**config.mk**
```make
export PLATFORM = sky130hd
export DESIGN_NAME = systolic_result_drain
export DESIGN_NICKNAME = d
export VERILOG_FILES = /design/src/rtl/systolic_result_drain_pkg.sv /design/src/rtl/drain_shadow_bank.sv /design/src/rtl/systolic_result_drain.sv
export SDC_FILE = /design/constraint.sdc
export NUM_CORES = 1
export LEC_CHECK = 0
export ABC_CLOCK_PERIOD_IN_PS = 3600
export CAP_MARGIN = 20
export CORE_UTILIZATION = 54
export CTS_CLUSTER_SIZE = 10
export DETAILED_ROUTE_END_ITERATION = 7
export GPL_ROUTABILITY_DRIVEN = 1
export PLACE_DENSITY = 0.93
export SETUP_SLACK_MARGIN = 0.5
export SLEW_MARGIN = 5
export SYNTH_ARGS = -nofsm -noshare
export SYNTH_HDL_FRONTEND = slang
export SYNTH_HIERARCHICAL = 1
export SYNTH_SLANG_ARGS = --single-unit
```
**constraint.sdc**
```tcl
create_clock -name clk -period 3.6 [get_ports clk]
set_input_delay 0.72 -clock clk [delete_from_list [all_inputs] [get_ports clk]]
set_output_delay 0.72 -clock clk [all_outputs]
set_load 0.02 [all_outputs]
```
**src/rtl/systolic_result_drain_pkg.sv**
```systemverilog
// Shared types and width helpers for the systolic result drain (state encoding, clog2, wait-count width).
// Feature macro RESULT_RELU_EN is consumed by drain_shadow_bank; nothing here depends on it.
package systolic_result_drain_pkg;

  typedef enum logic [1:0] {
    IDLE  = 2'd0,
    WAIT  = 2'd1,
    DRAIN = 2'd2
  } state_t;

  localparam int DWIDTH_DEF = 8;

  function automatic int clog2(input int n);
    int r;
    r = 0;
    while ((1 << r) < n) r++;
    return r;
  endfunction

  // Wide enough for k_len max + NUM_COLS - 1 + MAC_LAT without wrap.
  function automatic int wait_cnt_w(input int kw, input int ncols);
    return kw + clog2(ncols) + 2;
  endfunction

endpackage

```
**src/rtl/drain_shadow_bank.sv**
```systemverilog
// Shadow bank of NUM_COLS column results: whole-bank load, indexed read.
// With RESULT_RELU_EN defined, negative (signed) values are stored as zero at load.
module drain_shadow_bank
  import systolic_result_drain_pkg::*;
#(
  parameter int DWIDTH   = DWIDTH_DEF,
  parameter int NUM_COLS = 4,
  parameter int IW       = clog2(NUM_COLS)
) (
  input  logic                       clk,
  input  logic                       reset,
  input  logic                       load_i,
  input  logic [NUM_COLS*DWIDTH-1:0] data_i,
  input  logic [IW-1:0]              rd_idx_i,
  output logic [DWIDTH-1:0]          rd_data_o
);

  logic [DWIDTH-1:0] bank_q [NUM_COLS];

  function automatic logic [DWIDTH-1:0] cap_val(input logic [DWIDTH-1:0] v);
`ifdef RESULT_RELU_EN
    return v[DWIDTH-1] ? '0 : v;
`else
    return v;
`endif
  endfunction

  always_ff @(posedge clk) begin
    if (reset) begin
      for (int j = 0; j < NUM_COLS; j++) bank_q[j] <= '0;
    end else if (load_i) begin
      for (int j = 0; j < NUM_COLS; j++) bank_q[j] <= cap_val(data_i[j*DWIDTH +: DWIDTH]);
    end
  end

  assign rd_data_o = bank_q[rd_idx_i];

endmodule

```
**src/rtl/systolic_result_drain.sv**
```systemverilog
// Waits out tile skew + MAC latency, snapshots the bottom-row results, then streams them one column per beat.
// Optional RESULT_RELU_EN clamps negative results at capture (handled in drain_shadow_bank); timing unchanged.
module systolic_result_drain
  import systolic_result_drain_pkg::*;
#(
  parameter int DWIDTH   = DWIDTH_DEF,
  parameter int NUM_COLS = 4,
  parameter int MAC_LAT  = 1,
  parameter int KW       = 8
) (
  input  logic                       clk,
  input  logic                       reset,
  input  logic                       start,
  input  logic [KW-1:0]              k_len,
  input  logic [NUM_COLS*DWIDTH-1:0] in_c,
  output logic [DWIDTH-1:0]          out_data,
  output logic [clog2(NUM_COLS)-1:0] out_col,
  output logic                       out_last,
  output logic                       out_valid,
  input  logic                       out_ready,
  output logic                       busy,
  output logic                       done
);

  localparam int CW = wait_cnt_w(KW, NUM_COLS);
  localparam int IW = clog2(NUM_COLS);
  localparam logic [IW-1:0] LAST_COL = IW'(NUM_COLS - 1);
  localparam logic [CW-1:0] W_EXTRA  = CW'(NUM_COLS - 1 + MAC_LAT);

  state_t          state_q, state_d;
  logic [CW-1:0]   cnt_q, cnt_d;
  logic [IW-1:0]   col_q, col_d;
  logic            done_q, done_d;
  logic            load;
  logic            xfer;

  assign xfer = out_valid & out_ready;

  always_ff @(posedge clk) begin
    if (reset) begin
      state_q <= IDLE;
      cnt_q   <= '0;
      col_q   <= '0;
      done_q  <= 1'b0;
    end else begin
      state_q <= state_d;
      cnt_q   <= cnt_d;
      col_q   <= col_d;
      done_q  <= done_d;
    end
  end

  always_comb begin
    state_d = state_q;
    cnt_d   = cnt_q;
    col_d   = col_q;
    done_d  = 1'b0;
    load    = 1'b0;
    case (state_q)
      IDLE: begin
        if (start && (k_len != '0)) begin
          state_d = WAIT;
          cnt_d   = CW'(k_len) + W_EXTRA;
        end
      end
      WAIT: begin
        // Capture lands exactly W edges after the start edge.
        if (cnt_q == CW'(1)) begin
          load    = 1'b1;
          state_d = DRAIN;
          cnt_d   = '0;
          col_d   = '0;
        end else begin
          cnt_d = cnt_q - CW'(1);
        end
      end
      DRAIN: begin
        if (xfer) begin
          if (col_q == LAST_COL) begin
            state_d = IDLE;
            col_d   = '0;
            done_d  = 1'b1;
          end else begin
            col_d = col_q + IW'(1);
          end
        end
      end
      default: state_d = IDLE;
    endcase
  end

  drain_shadow_bank #(
    .DWIDTH   (DWIDTH),
    .NUM_COLS (NUM_COLS),
    .IW       (IW)
  ) u_bank (
    .clk       (clk),
    .reset     (reset),
    .load_i    (load),
    .data_i    (in_c),
    .rd_idx_i  (col_q),
    .rd_data_o (out_data)
  );

  assign out_valid = (state_q == DRAIN);
  assign out_col   = col_q;
  assign out_last  = out_valid && (col_q == LAST_COL);
  assign busy      = (state_q != IDLE);
  assign done      = done_q;

endmodule
```
==> results.md, run 1 <==
- Hold EP: cnt_q[11]
- Status: complete, no violations
- GR Util met1: 0.309
- Worst skew pair latency: 0.30 ns
- Layout area overhead: 26.5%
- Top Ports: 58
- RR Startpoint: cnt_q[0]
- Rel. slew slack: 0.511
- Flop-to-flop setup slack: 0.83 ns
- Worst Path Arrival: 2.22 ns
- Setup violations, final: 0
- Total CTS buffers: 5
- Area contributors post-synth: edfxtp_1 (37%), dfxtp_1 (13%), and3b_1 (11%)
- HPWL Detailed: 3940 um
- Final Skew: 0.00724 ns
- Cell family with most CP delay: flip-flops
- Startpoint of the worst hold path: cnt_q[11]
- Class of the tightest hold or removal check: flip-flop to flip-flop
- Die Area: 5130 um^2
- Post-CTS sizing: 0
- CTS Sinks: 49
- Vias in the first global route: 1,941
- Synth warnings: 6
- Leading area contributor after synthesis: edfxtp_1
- # port buffers: 57
- Initial Util: 0.582
- Largest net degree at the start of global routing: 51
- Crit-path slowest cell: dfxtp_1
- Leak pwr: 1.34 nW
- Antenna-violating nets left: 0
- Core area: 4500 um^2
- Vias/cell: 5.98
- Clock Pin Slew Worst Setup and Hold Paths: 0.08 ns
- Crit path kind: flip-flop to primary output
- Htree depth: 2
- Crit path time final: 2.94 ns
- DP Area: 3210 um^2
- Fmax: 0.340 GHz
- CP Capture Type: primary output
- DRT iter0 DRCs: 186
- Worst Reg-to-Reg Cells: 6
- Hold Fails Final Rpt: 0
- Worst-path fanout max: 12
- Final Cell Area: 3310 um^2
- Post-Syn Area per Cell: 11.4 um^2
- R2r endpoint: u_bank/bank_q[2][1]
- DR DRC count: 0
- Die H: 71.7 um
- Max clock buf depth: 2
- Nets: 331
- Sequential-to-total area share from yosys stat: 0.497
- Mapped Area: 2620 um^2
- Pre-CTS WS: 0.666 ns
- Max_cap viols: 0
- Setup TNS: 0 ns
- Worst-margin pin slew: 0.734 ns
- CP cell instances: mux4_2 -> clkdlybuf4s50_1
- Main synth FF type: edfxtp_1
- GRT busiest layer: met2
- GPL Wtd Cong: 0.839
- First-pass DRT Iterations: 4
- Post-cts hold buffer count: 0
- # rows: 24
- Die W: 71.7 um
- Distinct cell type count after synthesis: 49
- Hold path depth: 2
- Syn Inst Count: 230
- Post-synth EDFFs: 32
- Pwr dens: 391 nW/um^2
- Routed len/inst: 16.6 um
- Max-slew violations: 0
- GR Overflow Total: 0
- CTS root buffer: clkbuf_8
- Max stage delay on crit path: 0.78 ns
- GRT Total Usage: 0.231
- Yosys top cell area share: 0.367
- Initial antenna violation count: 0
- Layout cells sized above 1: 0.0848
- WP buf/inv: 1
- Worst endpoint required time: 2.88 ns
- Met3 Resource Use GR: 0.0323
- CP startpoint kind: flip-flop
- Fraction of registers with async set/reset: 0
- Syn nets: 279
- Setup Buffers After CTS: 0
- GR Layer Usage met2: 0.392
- Max VDD drop: 0.000282 V
- CTS tree: built
- ANT cells: 0
- RSZ-0062 raised after global routing: false
- Via count: 2,003
- First-pass GRT wire length: 9210 um
- Fin crit share: 0.817
- Power Total: 0.00130 W
- Setup slack after layout: 0.659 ns
- #FFs+latches synth: 49
- Final wirelength: 5570 um
==> Yosys cell counts, drive strengths merged, types with 3 or more instances <==
cell type	n
nor2b	4
mux4	8
and3b	33
a21oi	7
edfxtp	32
ha	5
nand3	7
xor2	3
dfxtp	17
a22oi	4
o31ai	3
inv	7
clkbuf	12
buf	3
nand2	12
o21ai	10
nor3	8
nor2	23
a211oi	3
or4	3
==> worst reg2reg max path: stages, from the launching register on <==
cell and delay, ns:
dfxtp_1 0.43, ha_1 0.17, or4b_1 0.59, nor3_4 0.35, nand2_1 0.17, inv_1 0.10
or2_2 0.59
==> metal layers <==
metal	up-vias	part of all wire
li1	975	-
met1	950	0.43
met2	67	0.50
met3	11	0.057
met4	0	0.015
met5	-	0
==> registers in the layout (all words and copies together) (netlist names) <==
| register | cells |
|---|---|
| u_bank/bank_q | 32 |
| cnt_q | 12 |
| out_col | 2 |
| state_q | 2 |
| done | 1 |
==> cell type report <==
cell class | instances | area (um^2)
repair buffers | 60 | 593
inverters | 7 | 26.3
well taps | 52 | 65.1
clock inverters | 2 | 35.0
clock buffers | 6 | 72.6
flip-flops and latches | 49 | 1300
fillers | 285 | 1190
multi-input cells | 159 | 1220
==> logic make-up (layout without fill, tap and decap cells) <==
kind of cell,Yosys count,after routing,share of synthesized area
simple gates,102,102,0.247
xor+xnor,4,4,0.0134
compound gates,40,40,0.113
mux,8,8,0.0688
buf+inv,22,75,0.0377
fa+ha+maj,5,5,0.0239
flops,49,49,0.497
==> metrics by stage <==
stage          hold slack, ns  std cells   util
2_1_floorplan           0.436        230      -
3_3_place_gp            0.457        327  0.712
3_5_place_dp            0.464        327  0.712
4_1_cts                 0.476        335  0.736
5_1_grt                 0.513        335  0.736
6_report                0.474        335  0.736
==> power breakdown <==
group / internal [W] / leakage, nW / switching (W)
sequential: 0.000631 / 0.470 / 0.0000265
combinational: 0.000124 / 0.818 / 0.000136
clock: 0.000206 / 0.0552 / 0.000173
total: 0.000961 / 1.34 / 0.000335
==> how the worst max path moves through the flow <==
stage	from	end	slack, ns	cells past startpoint
CTS	out_col[0]	out_data[7]	0.62	2
global placement	k_len[2]	cnt_q[4]	0.73	8
finish	out_col[0]	out_data[1]	0.66	2
floorplan	cnt_q[1]	u_bank/bank_q[0][0]	1.14	7
detailed placement	k_len[2]	cnt_q[2]	0.67	8
global route	out_col[0]	out_data[7]	0.53	2
==> layout by cell type, fill, tap and decap left out, types with 2 or more instances in the layout <==
cell,instances
clkdlybuf4s50_1,57
and3b_1,33
edfxtp_1,32
nor2_1,23
dfxtp_1,17
nand2_1,12
mux4_2,8
inv_1,7
a21oi_1,7
nor3_1,7
nand3_1,7
o21ai_0,5
ha_1,5
clkbuf_8,5
nor2b_1,4
a22oi_1,4
o21ai_1,4
or4_1,3
xor2_1,3
a211oi_1,3
buf_4,3
or4b_1,2
o31ai_1,2
a31oi_1,2
o22ai_1,2
Power figures use the tool's default switching activity.
==> run 2: changes to the inputs <==
--- a/config.mk
+++ b/config.mk
@@ -5,13 +5,13 @@
 export SDC_FILE = /design/constraint.sdc
 export NUM_CORES = 1
 export LEC_CHECK = 0
-export ABC_CLOCK_PERIOD_IN_PS = 3600
+export ABC_CLOCK_PERIOD_IN_PS = 3000
 export CAP_MARGIN = 20
-export CORE_UTILIZATION = 54
+export CORE_UTILIZATION = 50
 export CTS_CLUSTER_SIZE = 10
 export DETAILED_ROUTE_END_ITERATION = 7
 export GPL_ROUTABILITY_DRIVEN = 1
-export PLACE_DENSITY = 0.93
+export PLACE_DENSITY = 0.87
 export SETUP_SLACK_MARGIN = 0.5
 export SLEW_MARGIN = 5
 export SYNTH_ARGS = -nofsm -noshare
==> constraint.sdc (replaced) <==
create_clock -name clk -period 3 [get_ports clk]
set_input_delay 0.6 -clock clk [delete_from_list [all_inputs] [get_ports clk]]
set_output_delay 0.6 -clock clk [all_outputs]
set_load 0.02 [all_outputs]
==> run 2 against run 1 <==
Sequential power is 20% higher; wire length increased by 4.0%; sequential share of layout area is 1.2 points lower; power up 29%; hold slack better by 0.0027 ns; utilization down 3.4 points; flip-flop and latch count stayed put; final cell count is 6.3% higher; register-to-register slack lost 0.16 ns; critical path depth rose by 1; die area increased by 7.8%; critical endpoint is now out_last; largest cell class unchanged; largest power group unchanged.
==> results.md, run 2 (synthesis results as in run 1) <==
- Status: complete, no violations
- Crit path time final: 2.41 ns
- Class of the tightest hold or removal check: flip-flop to flip-flop
- GR Layer Usage met2: 0.357
- CP cell instances: ha_1 -> and2_1 -> clkdlybuf4s50_1
- RR Startpoint: cnt_q[5]
- Die H: 74.4 um
- DR DRC count: 0
- Max VDD drop: 0.000340 V
- Worst-margin pin slew: 0.511 ns
- Crit-path slowest cell: clkdlybuf4s50_1
- Leak pwr: 1.42 nW
- ANT cells: 0
- CP startpoint kind: flip-flop
- Setup TNS: 0 ns
- Core Util, Final: 0.702
- Post-cts hold buffer count: 0
- Fin crit share: 0.804
- DRT iter0 DRCs: 153
- Antenna-violating nets left: 0
- Vias in the first global route: 1,848
- Startpoint of the worst hold path: cnt_q[11]
- CTS tree: built
- RSZ-0062 raised after global routing: false
- Worst Path Arrival: 1.81 ns
- Flop-to-flop setup slack: 0.67 ns
- GPL Wtd Cong: 0.895
- First-pass GRT wire length: 9030 um
- Setup violations, final: 0
- Layout area overhead: 30.7%
- # port buffers: 57
- Pwr dens: 490 nW/um^2
- Final Skew: 0.00995 ns
- Max clock buf depth: 2
- First-pass DRT Iterations: 4
- Total CTS buffers: 5
- Layout cells sized above 1: 0.118
- Rel. slew slack: 0.659
- Max-slew violations: 0
- Die Area: 5530 um^2
- HPWL Detailed: 4000 um
- Layout Cells excl Fill: 356
- Worst endpoint required time: 2.40 ns
- Commonest non-fill, non-tap cell in the layout: clkdlybuf4s50_1
- Max_cap viols: 0
- CTS root buffer: clkbuf_8
- Top reg by flops: u_bank/bank_q
- Hold path depth: 2
- Max stage delay on crit path: 0.60 ns
- Top Ports: 58
- Worst-path fanout max: 11
- Placed Cells: 348
- Final wirelength: 5790 um
- Hold EP: cnt_q[11]
- Setup Buffers After CTS: 0
- Nets: 337
- # rows: 25
- Htree depth: 2
- Vias/cell: 5.61
- Post-CTS sizing: 10
- Top Registers: u_bank/bank_q: 32 flops, cnt_q: 12 flops
- GRT busiest layer: met2
- Via count: 1,996
- GR Overflow Total: 0
- Met3 Resource Use GR: 0.0434
- Hold Fails Final Rpt: 0
- Clock Pin Slew Worst Setup and Hold Paths: 0.10 ns
- Initial antenna violation count: 0
- CP Launch Point: out_col[1]
- GRT Total Usage: 0.219
- CP Capture Type: primary output
- CTS Sinks: 49
- Most frequent cells in the layout: clkdlybuf4s50_1 (49), and3b_1 (33), edfxtp_1 (32)
- Worst skew pair latency: 0.31 ns
- GR Util met1: 0.296
- Max FFs per register: 32
- Crit path kind: flip-flop to primary output
- Largest net degree at the start of global routing: 51
- Routed len/inst: 16.3 um
- Initial Util: 0.537
- Worst Reg-to-Reg Cells: 6
- Die W: 74.4 um
- Fmax: 0.415 GHz
- Core area: 4880 um^2
- R2r endpoint: u_bank/bank_q[0][4]
-- run 2: metal layers --
| layer | part of all wire | up-vias |
|---|---|---|
| li1 | - | 987 |
| met1 | 0.45 | 951 |
| met2 | 0.49 | 51 |
| met3 | 0.045 | 7 |
| met4 | 0.013 | 0 |
| met5 | 0 | - |
-- run 2: cell type report --
class | count | area [um^2]
clock buffers | 5 | 68.8
clock inverters | 3 | 68.8
fillers | 372 | 1460
inverters | 7 | 26.3
multi-input cells | 159 | 1230
flip-flops and latches | 49 | 1300
well taps | 67 | 83.8
repair buffers | 66 | 644
-- run 2: through the flow --
step	setup slack, ns	instance area, um^2	hold slack (ns)	power [W]
6_report	0.589	3420	0.477	0.00168
5_1_grt	0.524	3420	0.503	0.00174
4_1_cts	0.506	3410	0.476	0.00168
3_5_place_dp	0.444	3280	0.463	0.00112
3_3_place_gp	0.484	3280	0.449	0.00111
2_1_floorplan	0.538	2620	0.436	0.000997
-- run 2: power breakdown --
part	internal [W]	total, W	switching, W
Sequential	0.000756	0.000788	0.0000315
Combinational	0.000156	0.000320	0.000164
Clock	0.000336	0.000570	0.000235
-- run 2: how the worst max path moves through the flow --
stage,endpoint,slack [ns],cells past startpoint
3_3_place_gp,cnt_q[2],0.48,9
6_report,out_last,0.59,3
4_1_cts,u_bank/bank_q[3][4],0.51,8
3_5_place_dp,cnt_q[2],0.44,9
2_1_floorplan,u_bank/bank_q[0][0],0.54,7
5_1_grt,out_last,0.52,3
-- run 2: worst max-delay path, delay by kind of cell, from the launching register on --
kind | cells | cell delay, ns
buffers and inverters | 1 | 0.60
flip-flops | 1 | 0.50
adder cells (fa/ha/maj) | 1 | 0.25
AND/OR/NAND/NOR | 1 | 0.15
==> run 3: changes to the inputs <==
--- a/config.mk
+++ b/config.mk
@@ -5,7 +5,7 @@
 export SDC_FILE = /design/constraint.sdc
 export NUM_CORES = 1
 export LEC_CHECK = 0
-export ABC_CLOCK_PERIOD_IN_PS = 3000
+export ABC_CLOCK_PERIOD_IN_PS = 2400
 export CAP_MARGIN = 20
 export CORE_UTILIZATION = 50
 export CTS_CLUSTER_SIZE = 10
==> constraint.sdc (replaced) <==
create_clock -name clk -period 2.4 [get_ports clk]
set_input_delay 0.48 -clock clk [delete_from_list [all_inputs] [get_ports clk]]
set_output_delay 0.48 -clock clk [all_outputs]
set_load 0.02 [all_outputs]
==> run 3 against run 2 <==
Sequential power increased by 26%; non-clock buffer count grew 21; setup slack lost 0.27 ns; utilization up 7.0 points; die area unchanged; count of clock-buffer cells in the layout unchanged; flip-flop and latch count did not move; register-to-register slack worse by 0.35 ns; clock skew is essentially flat; critical endpoint is now cnt_q[7].
==> results.md, run 3 (synthesis results as in run 1) <==
- Die H: 74.4 um
- RSZ-0062 raised after global routing: true
- First-pass DRT Iterations: 4
- Vias/cell: 5.92
- # fillers: 292
- WHS: 0.501 ns
- GRT Total Usage: 0.246
- Antenna-violating nets left: 0
- Final wirelength: 7220 um
- # rows: 25
- RR Startpoint: cnt_q[1]
- Die W: 74.4 um
- Vias in the first global route: 2,099
- Worst Path Arrival: 2.26 ns
- Layout area overhead: 43.7%
- GPL Wtd Cong: 0.848
- Leak pwr: 1.59 nW
- Pwr dens: 541 nW/um^2
- Core area: 4880 um^2
- CTS Sinks: 49
- Storage cell area: 1320 um^2
- Max FFs per register: 32
- Initial antenna violation count: 1
- CP cell instances: buf_4 -> or4_1 -> o41ai_1 -> o311ai_0 -> o211ai_1 -> a21oi_1
- Worst endpoint required time: 2.58 ns
- Setup TNS: 0 ns
- Worst skew pair latency: 0.30 ns
- Rel. slew slack: 0.651
- Fin crit share: 0.867
- Max VDD drop: 0.000325 V
- Most frequent cells in the layout: clkdlybuf4s50_1 (42), and3b_1 (33), edfxtp_1 (32)
- HPWL Detailed: 3890 um
- Worst-margin pin slew: 0.524 ns
- Commonest non-fill, non-tap cell in the layout: clkdlybuf4s50_1
- DRT iter0 DRCs: 180
- Hold Fails Final Rpt: 0
- Htree depth: 2
- Largest net degree at the start of global routing: 51
- Max stage delay on crit path: 0.66 ns
- Class of the tightest hold or removal check: flip-flop to flip-flop
- Crit path kind: flip-flop to flip-flop
- Core Util, Final: 0.772
- Layout cells sized above 1: 0.284
- Crit-path slowest cell: or4_1
- DR DRC count: 0
- Cell family with most CP delay: compound AO/OA/AOI/OAI gates
- Top Registers: u_bank/bank_q: 32 flops, cnt_q: 12 flops
- Total CTS buffers: 5
- Worst-path fanout max: 7
- Final Skew: 0.00972 ns
- Via count: 2,251
- CTS tree: built
- Fmax: 0.481 GHz
- Top Ports: 58
- Layout Cells excl Fill: 380
- Status: complete, no violations
- Setup violations, final: 0
- Placed Cells: 354
- Nets: 361
- GR Overflow Total: 0
- # port buffers: 57
- Clock Pin Slew Worst Setup and Hold Paths: 0.10 ns
- Top reg by flops: u_bank/bank_q
- CP startpoint kind: flip-flop
- CP Capture Type: flip-flop
- Initial Util: 0.537
- Crit path time final: 2.08 ns
- Max-slew violations: 0
- Die Area: 5530 um^2
- Max clock buf depth: 2
- CTS root buffer: clkbuf_8
- First-pass GRT wire length: 10,100 um
- Multi-input gate area: 1340 um^2
- Routed len/inst: 19.0 um
- WP buf/inv: 1
- Startpoint of the worst hold path: cnt_q[11]
- ANT cells: 0
- CP Launch Point: cnt_q[1]
- Max_cap viols: 0
## run 3: cell count changes in the layout (fill, tap and decap cells not counted), moves of 3 or more
cell	change
buf_4	+11
dfxtp_4	+3
dfxtp_1	-6
o21ai_0	-3
dfxtp_2	+3
or2_4	+3
dlymetal6s2s_1	+3
clkdlybuf4s50_1	-7
buf_6	+14
inv_1	-3
dlygate4sd2_1	-5
## run 3: layer usage
layer / part of all wire / track usage
met2: 0.53 / 0.419
met4: 0.022 / 0.107
met5: 0.0021 / 0
met1: 0.39 / 0.300
met3: 0.059 / 0.0542
## run 3: cell type report
type,count,area share
multi-input cells,162,0.356
well taps,67,0.0223
clock inverters,3,0.00565
inverters,7,0.00831
clock buffers,5,0.0183
flip-flops and latches,49,0.350
repair buffers,87,0.239
## run 3: tightest hold or removal path: cells and delay by family (launching register included)
family	cells	cell delay, ns
AOI/OAI and AO/OA	1	0.06
and+or+nand+nor	1	0.07
DFF	1	0.34
## run 3: final timing paths
kind	depth (start not counted)	slack, ns	to
min	2	0.50	cnt_q[11]
min reg2reg	2	0.50	cnt_q[11]
max reg2reg	6	0.32	cnt_q[7]
max	6	0.32	cnt_q[7]
## run 3: stage by stage
stage,area (um^2),setup slack (ns),power [W]
4_1_cts,3640,0.427,0.00198
5_1_grt,3770,0.252,0.00211
3_3_place_gp,3340,0.114,0.00141
6_report,3770,0.320,0.00204
3_5_place_dp,3340,0.0618,0.00142
2_1_floorplan,2630,0.256,0.00125
## run 3: repair_timing
item / 4_1_cts / 5_1_grt
endpoints found under the setup margin: 88 / 87
pin swaps: 14 / 18
hold buffers: 0 / 0
setup buffers: 9 / 4
cloned: 4 / 1
gates resized for setup: 83 / 22
## run 3: power breakdown
part / switching, W / internal (W)
combinational: 0.000268 / 0.000282
sequential: 0.0000428 / 0.000946
clock: 0.000293 / 0.000207
total: 0.000604 / 0.00144
